**config.mk**
```make
export PLATFORM = sky130hd
export DESIGN_NAME = uart_tx_cfg
export DESIGN_NICKNAME = d
export VERILOG_FILES = /design/src/rtl/uart_tx_cfg.sv
export SDC_FILE = /design/constraint.sdc
export NUM_CORES = 1
export LEC_CHECK = 0
export CAP_MARGIN = 30
export CORE_MARGIN = 2
export CORE_UTILIZATION = 30
export CTS_BUF_LIST = sky130_fd_sc_hd__clkbuf_16
export DETAILED_ROUTE_END_ITERATION = 12
export SLEW_MARGIN = 15
export SYNTH_ARGS = -nofsm -noshare
export SYNTH_HDL_FRONTEND = slang
export SYNTH_SLANG_ARGS = --single-unit
```
**constraint.sdc**
```tcl
create_clock -name clk -period 2.4 [get_ports clk]
set_input_delay 0.48 -clock clk [delete_from_list [all_inputs] [get_ports clk]]
set_output_delay 0.48 -clock clk [all_outputs]
set_load 0.05 [all_outputs]
```
**src/rtl/uart_tx_cfg.sv**
```systemverilog
// uart_tx_cfg: UART transmitter with per-frame data width, parity and stop
// length, clocked by clk with s_tick as the oversampling clock enable.
// Also drives a line break (tx held low) on request while idle.
module uart_tx_cfg #(
  parameter int DBIT_MAX = 8,
  parameter int OS       = 16,
  parameter int CNT_W    = 6
) (
  input  logic                clk,
  input  logic                reset,
  input  logic                s_tick,
  input  logic                tx_valid,
  output logic                tx_ready,
  input  logic [DBIT_MAX-1:0] tx_data,
  input  logic [1:0]          data_bits,
  input  logic [1:0]          parity_mode,
  input  logic [1:0]          stop_sel,
  input  logic                break_req,
  output logic                tx,
  output logic                tx_done_tick,
  output logic                busy
);

  // S_BREAK keeps the line low while break_req is held; leaving it always
  // passes through S_IDLE, so a pending frame's start bit is preceded by at
  // least one clk of mark and the receiver sees a clean falling edge.
  typedef enum logic [2:0] {
    S_IDLE,
    S_BREAK,
    S_START,
    S_DATA,
    S_PARITY,
    S_STOP
  } state_t;

  localparam logic [CNT_W-1:0] LIM_BIT    = CNT_W'(OS - 1);
  localparam logic [CNT_W-1:0] LIM_STOP15 = CNT_W'((3 * OS) / 2 - 1);
  localparam logic [CNT_W-1:0] LIM_STOP2  = CNT_W'(2 * OS - 1);
  localparam logic [3:0]       DMAX       = 4'(DBIT_MAX);

  state_t              state_q, state_d;
  logic [CNT_W-1:0]    tick_q, tick_d;
  logic [3:0]          bit_q, bit_d;
  logic [3:0]          nbits_q, nbits_d;
  logic [DBIT_MAX-1:0] shift_q, shift_d;
  logic                par_en_q, par_en_d;
  logic                par_bit_q, par_bit_d;
  logic [1:0]          stop_q, stop_d;
  logic                tx_q, tx_d;
  logic                done_q, done_d;

  logic                accept;
  logic [3:0]          nbits_in;
  logic                par_in;
  logic [CNT_W-1:0]    stop_lim;

  assign tx_ready     = (state_q == S_IDLE) && !break_req;
  assign accept       = tx_valid && tx_ready;
  assign busy         = (state_q != S_IDLE) && (state_q != S_BREAK);
  assign tx           = tx_q;
  assign tx_done_tick = done_q;

  // Decode the offered character's width and parity bit ahead of latching
  always_comb begin
    nbits_in = 4'd5 + {2'b00, data_bits};
    if (nbits_in > DMAX) begin
      nbits_in = DMAX;
    end
    par_in = (parity_mode == 2'b10);
    for (int i = 0; i < DBIT_MAX; i++) begin
      if (i < int'(nbits_in)) begin
        par_in = par_in ^ tx_data[i];
      end
    end
  end

  // Stop-bit length in ticks from the shadowed stop selection
  always_comb begin
    case (stop_q)
      2'b00:   stop_lim = LIM_BIT;
      2'b01:   stop_lim = LIM_STOP15;
      default: stop_lim = LIM_STOP2;
    endcase
  end

  // Next-state, tick/bit counting and the registered line value
  always_comb begin
    state_d   = state_q;
    tick_d    = tick_q;
    bit_d     = bit_q;
    nbits_d   = nbits_q;
    shift_d   = shift_q;
    par_en_d  = par_en_q;
    par_bit_d = par_bit_q;
    stop_d    = stop_q;
    done_d    = 1'b0;

    case (state_q)
      S_IDLE: begin
        if (break_req) begin
          state_d = S_BREAK;
        end else if (accept) begin
          state_d   = S_START;
          tick_d    = '0;
          bit_d     = '0;
          shift_d   = tx_data;
          nbits_d   = nbits_in;
          par_en_d  = (parity_mode == 2'b01) || (parity_mode == 2'b10);
          par_bit_d = par_in;
          stop_d    = stop_sel;
        end
      end
      S_BREAK: begin
        if (!break_req) begin
          state_d = S_IDLE;
        end
      end
      S_START: begin
        if (s_tick) begin
          if (tick_q == LIM_BIT) begin
            tick_d  = '0;
            state_d = S_DATA;
          end else begin
            tick_d = tick_q + 1'b1;
          end
        end
      end
      S_DATA: begin
        if (s_tick) begin
          if (tick_q == LIM_BIT) begin
            tick_d = '0;
            if (bit_q == nbits_q - 4'd1) begin
              state_d = par_en_q ? S_PARITY : S_STOP;
            end else begin
              bit_d   = bit_q + 4'd1;
              shift_d = {1'b0, shift_q[DBIT_MAX-1:1]};
            end
          end else begin
            tick_d = tick_q + 1'b1;
          end
        end
      end
      S_PARITY: begin
        if (s_tick) begin
          if (tick_q == LIM_BIT) begin
            tick_d  = '0;
            state_d = S_STOP;
          end else begin
            tick_d = tick_q + 1'b1;
          end
        end
      end
      S_STOP: begin
        if (s_tick) begin
          if (tick_q == stop_lim) begin
            tick_d  = '0;
            state_d = S_IDLE;
            done_d  = 1'b1;
          end else begin
            tick_d = tick_q + 1'b1;
          end
        end
      end
      default: begin
        state_d = S_IDLE;
      end
    endcase

    case (state_d)
      S_BREAK:  tx_d = 1'b0;
      S_START:  tx_d = 1'b0;
      S_DATA:   tx_d = shift_d[0];
      S_PARITY: tx_d = par_bit_d;
      default:  tx_d = 1'b1;
    endcase
  end

  // State and datapath registers with synchronous reset
  always_ff @(posedge clk) begin
    if (reset) begin
      state_q   <= S_IDLE;
      tick_q    <= '0;
      bit_q     <= '0;
      nbits_q   <= '0;
      shift_q   <= '0;
      par_en_q  <= 1'b0;
      par_bit_q <= 1'b0;
      stop_q    <= '0;
      tx_q      <= 1'b1;
      done_q    <= 1'b0;
    end else begin
      state_q   <= state_d;
      tick_q    <= tick_d;
      bit_q     <= bit_d;
      nbits_q   <= nbits_d;
      shift_q   <= shift_d;
      par_en_q  <= par_en_d;
      par_bit_q <= par_bit_d;
      stop_q    <= stop_d;
      tx_q      <= tx_d;
      done_q    <= done_d;
    end
  end

endmodule
```
==> After elaboration in Yosys (flattened, before gate mapping) <==
Cells that the tools add are included.
{ "classes": {"n_lt_le_gt_ge": 9, "n_reduce_logical": 16, "mux": 48, "bitwise": 11, "add_sub_neg": 4, "n_eq_ne": 23} }
{ "ops": {"columns": ["operator", "n"], "rows": [
  ["$mux W8", 5],
  ["$mux W3", 12],
  ["$mux W6", 6],
  ["$mux W4", 6],
  ["$pmux W3 S6", 1],
  ["$pmux W6 S3", 1],
  ["$lt A3 B4 Y1 const A", 4],
  ["$pmux W8 S2", 1],
  ["$mux W1", 13],
  ["$eq A3 B2 Y1 const B", 4],
  ["$ne A2 B2 Y1 const B", 6],
  ["$pmux W5 S2", 1],
  ["$eq A3 B3 Y1 const B", 3],
  ["$lt A1 B4 Y1 const A", 2],
  ["$lt A2 B4 Y1 const A", 2],
  ["$pmux W4 S2", 1],
  ["$xor A1 B1 Y1", 8],
  ["$add A6 B1 Y6 const B", 1],
  ["$eq A3 B1 Y1 const B", 2],
  ["$eq A6 B4 Y1 const B", 1],
  ["$eq A6 B6 Y1", 1],
  ["$reduce_and A6 Y1", 1],
  ["$reduce_bool A3 Y1", 2],
  ["$reduce_or A3 Y1", 2],
  ["20 further kinds", 25]
]} }
{ "totals": {"reg_bits": 31, "out_inout_bits": 4, "input_bits": 19, "elab_cells": 122} }

==> Depth between registers and ports, before layout <==
{ "depth": {"ltp_word": 23, "depth_mapped": 8, "mapped_depth_nobuf": 8} }

==> Worst setup path before layout <==
OpenSTA, ideal clock, no wires.
{ "synth_path": {"kind": "reg-to-output", "startpoint": "register state_q[2]", "endpoint": "output port tx_ready", "arrival_ns": 1.936, "path_slack_ns": -0.016, "path_buffers": 1, "path_stages_with_launch": 5, "required_time_ns": 1.920, "path_cell_list": "dfxtp_1 > clkbuf_1 > nor2_1 > inv_1 > nor3_1"} }
{ "synth_between": {"elab_chain_cells": 2} }
{ "synth_rtl": {"columns": ["item", "line_no", "text"], "rows": [
  ["start: declaration", "41", "state_t state_q, state_d;"],
  ["start signal: assignment", "192", "state_q <= state_d;"],
  ["$logic_not A3 Y1", "57", "assign tx_ready = (state_q == S_IDLE) && !break_req;"],
  ["$logic_and A1 B1 Y1", "57", null],
  ["end: declaration", "13", "output logic tx_ready,"]
]} }
Every way passes these cells.

==> Final worst setup path <==
{ "layout_path": {"startpoint": "register state_q[1]", "endpoint": "output port busy"} }
{ "layout_between": {"elab_chain_cells": 2, "word_cells_on_any_way": 3, "classes_between": "eq/ne: 1; reduce/logical: 2"} }
{ "layout_rtl": {"columns": ["item", "line_no", "text"], "rows": [
  ["$ne A3 B1 Y1 or $reduce_bool A3 Y1 (tied branches)", "59", "assign busy = (state_q != S_IDLE) && (state_q != S_BREAK);"],
  ["$logic_and A1 B1 Y1 (*)", "59", null],
  ["end: declaration", "21", "output logic busy"]
]} }
Every way passes the cells marked *; elsewhere a longest branch is shown, timed or not.

==> results.ini <==
[synth]
synth_area_um2=1733
yosysTopAreaCell=dfxtp_1
ys_warn_count=0
synthCells=201
post-synth-top-area-fraction=0.3581
synthArstFlopShare=0
synthFlopType=dfxtp_1
synthTopCellsByArea=dfxtp_1 (36%), ha_1 (5.8%), xnor2_1 (5.1%), a21oi_1 (4.9%), xor2_1 (4.5%)
yosysSeqAreaShare=0.3581
postSynthAreaPerCell_um2=8.621
synth.distinct_cells=45
syn_nets=228
synth_enable_flop_cells=0
ys_ff_latch=31

[timing]
hold_viol=0
maxSlewViolCount=0
maxSlewHeadroom=0.6161
fin_crit_ns=2.284
setup_viol=0
worst_pin_slew_ns=0.5718
rsz0062_at_grt=no
timing.hold.ws_ns=0.4547
max_freq_ghz=0.4378
skew_ns=0.005387
fin_crit_sh=0.9517

[power]
sequentialPowerShare=0.404
vdd_ir_drop_max_uv=299.5
clkPwrFrac=0.424
p_int_mw=1.021
sw_frac_of_total=0.2551
pwr-share-comb=0.172
p_leak_nw=0.8369
report.power.total_mw=1.370
p_switching_mw=0.3496
p_per_area_nw_per_um2=607.7

[setup_path]
critical_path_required_ns=1.92
worstPathArrival_ns=1.80
cp-start-kind=register
worstSetupPathType=register to output port
crit_path_start=state_q[1]$_SDFF_PP0_
cp_max_fo=11
reg2reg_from=tick_q[0]$_SDFFE_PP0P_
cp-end-kind=output port

[cells_and_area]
drive_gt1_frac=0.1111
mostFrequentLayoutCells=dfxtp_1 (31), clkdlybuf4s50_1 (21), nor2_1 (20), nand2_1 (20), a21oi_1 (17)
synthToLayoutAreaGrowth_pct=30.11
nets=260
final_area_um2=2255
utilization=0.4070
num_antenna_cells=0
layout_commonest_cell=dfxtp_1

[global_routing]
grt_pass1_wl_um=6775
grt_max_degree=16
antenna_found_initial=0
grt.total_usage=0.1350
grt.overflow.total=0
grt_pass1_vias=1464

[clock_tree]
clk_latency_ns=0.27
holdBufCountCts=0
post_cts_buffers=0
cts_max_level=2
cts_root_buf=clkbuf_16
clk_pin_slew_ns=0.05
numCtsBuffers=5
clock_path_buffers=2
cts_tree=yes
clock_sinks=31

[routing]
routed_via_density=4.931
wl_per_cell_um=12.66
vias=1509
first_iter_violations=77
drc=0
routed_wl_um=3873
firstDrtPassIters=4
ant_nets=0

[floorplan]
die_h_um=80
core_um2=5540
start_util=0.3128
io_pins=23
die_x_um=80
rows=27
dieArea_um2=6400

[place]
io_buffer_count=22
post_dp_cell_area_um2=2106
hpwl_um=2881
gp_congestion=0.7965

[flow_run]
max_cap_violations=0

[worst_hold_path]
worst_hold_path_type=register to register
min_from=shift_q[4]$_SDFFE_PP0P_

[status]
status=completed

==> power by group through the flow <==
stage	clock [mW]	sequential [mW]	combinational (mW)
3_3_place_gp	0	0.563	0.231
3_5_place_dp	0	0.563	0.232
2_1_floorplan	0	0.562	0.143
4_1_cts	0.591	0.553	0.234
6_report	0.581	0.553	0.236
5_1_grt	0.615	0.556	0.262
==> per-stage QoR <==
| stage | std cells | setup TNS, ns | setup WS, ns |
|---|---|---|---|
| 2_1_floorplan | 201 | 0 | 0.3522 |
| 3_3_place_gp | 298 | 0 | 0.04177 |
| 3_5_place_dp | 298 | -0.05847 | -0.01532 |
| 4_1_cts | 306 | 0 | 0.09679 |
| 5_1_grt | 306 | 0 | 0.01310 |
| 6_report | 306 | 0 | 0.1160 |
==> worst max-delay path, stage by stage, from the launching register on <==
cell and delay, ns:
dfxtp_1 0.50, nor2_1 0.12, inv_1 0.11, clkdlybuf4s50_1 0.81
==> flip-flops by register name, indices dropped and copies added (netlist names) <==
register and flops:
stop_q 2, tx 1, par_en_q 1, nbits_q 4, tick_q 6, state_q 3, bit_q 4, par_bit_q 1
tx_done_tick 1, shift_q 8
==> metal layers <==
metal | GRT usage | wire length [um]
met1 | 0.1812 | 1931
met2 | 0.2058 | 1746
met3 | 0.03620 | 148
met4 | 0.05085 | 46
met5 | 0 | 0
==> worst paths after layout <==
path,depth (start not counted),slack [ns],to
hold reg to reg,2,0.45,shift_q[4]$_SDFFE_PP0P_
setup reg to reg,7,0.25,shift_q[7]$_SDFFE_PP0P_
hold / removal,2,0.45,shift_q[4]$_SDFFE_PP0P_
setup / recovery,3,0.12,busy
==> cell families (layout without fill, tap and decap cells) <==
family	after synthesis	after routing	share of synthesized area
compound gates	42	42	0.1682
flops	31	31	0.3581
buf+inv	15	48	0.03321
mux	5	5	0.02960
fa+ha+maj	8	8	0.05776
xor+xnor	20	20	0.1097
simple gates	80	80	0.2433
==> synthesized netlist by cell type (2+ instances only) <==
master	n
nor4b_1	2
ha_1	8
o31ai_1	2
and3_1	2
nor3_1	5
a211oi_1	2
o21bai_1	2
clkbuf_1	5
and2_1	2
a21oi_1	17
xnor2_1	10
nand3_1	5
nor3b_1	2
inv_1	8
xor2_1	9
a22oi_1	7
nor4_1	2
o21ai_0	5
nand2b_1	5
dfxtp_1	31
nand3b_1	3
mux2i_1	4
nor2b_1	2
nand2_1	20
nor2_1	20
nand4_1	2
==> area by class of cell <==
class | instances | area [um^2]
Sequential cell | 31 | 620.6
Clock buffer | 5 | 125.1
Clock inverter | 3 | 11.26
Tap cell | 72 | 90.09
Timing Repair Buffer | 32 | 305.3
Multi-Input combinational cell | 155 | 1072
Fill cell | 576 | 3286
Inverter | 8 | 30.03
==> timing repair <==
item,4_1_cts,5_1_grt
endpoints found under the hold margin,0,0
resized for setup,0,2
endpoints found under the setup margin,0,2
No activity file was read; power rests on OpenSTA's default activity.
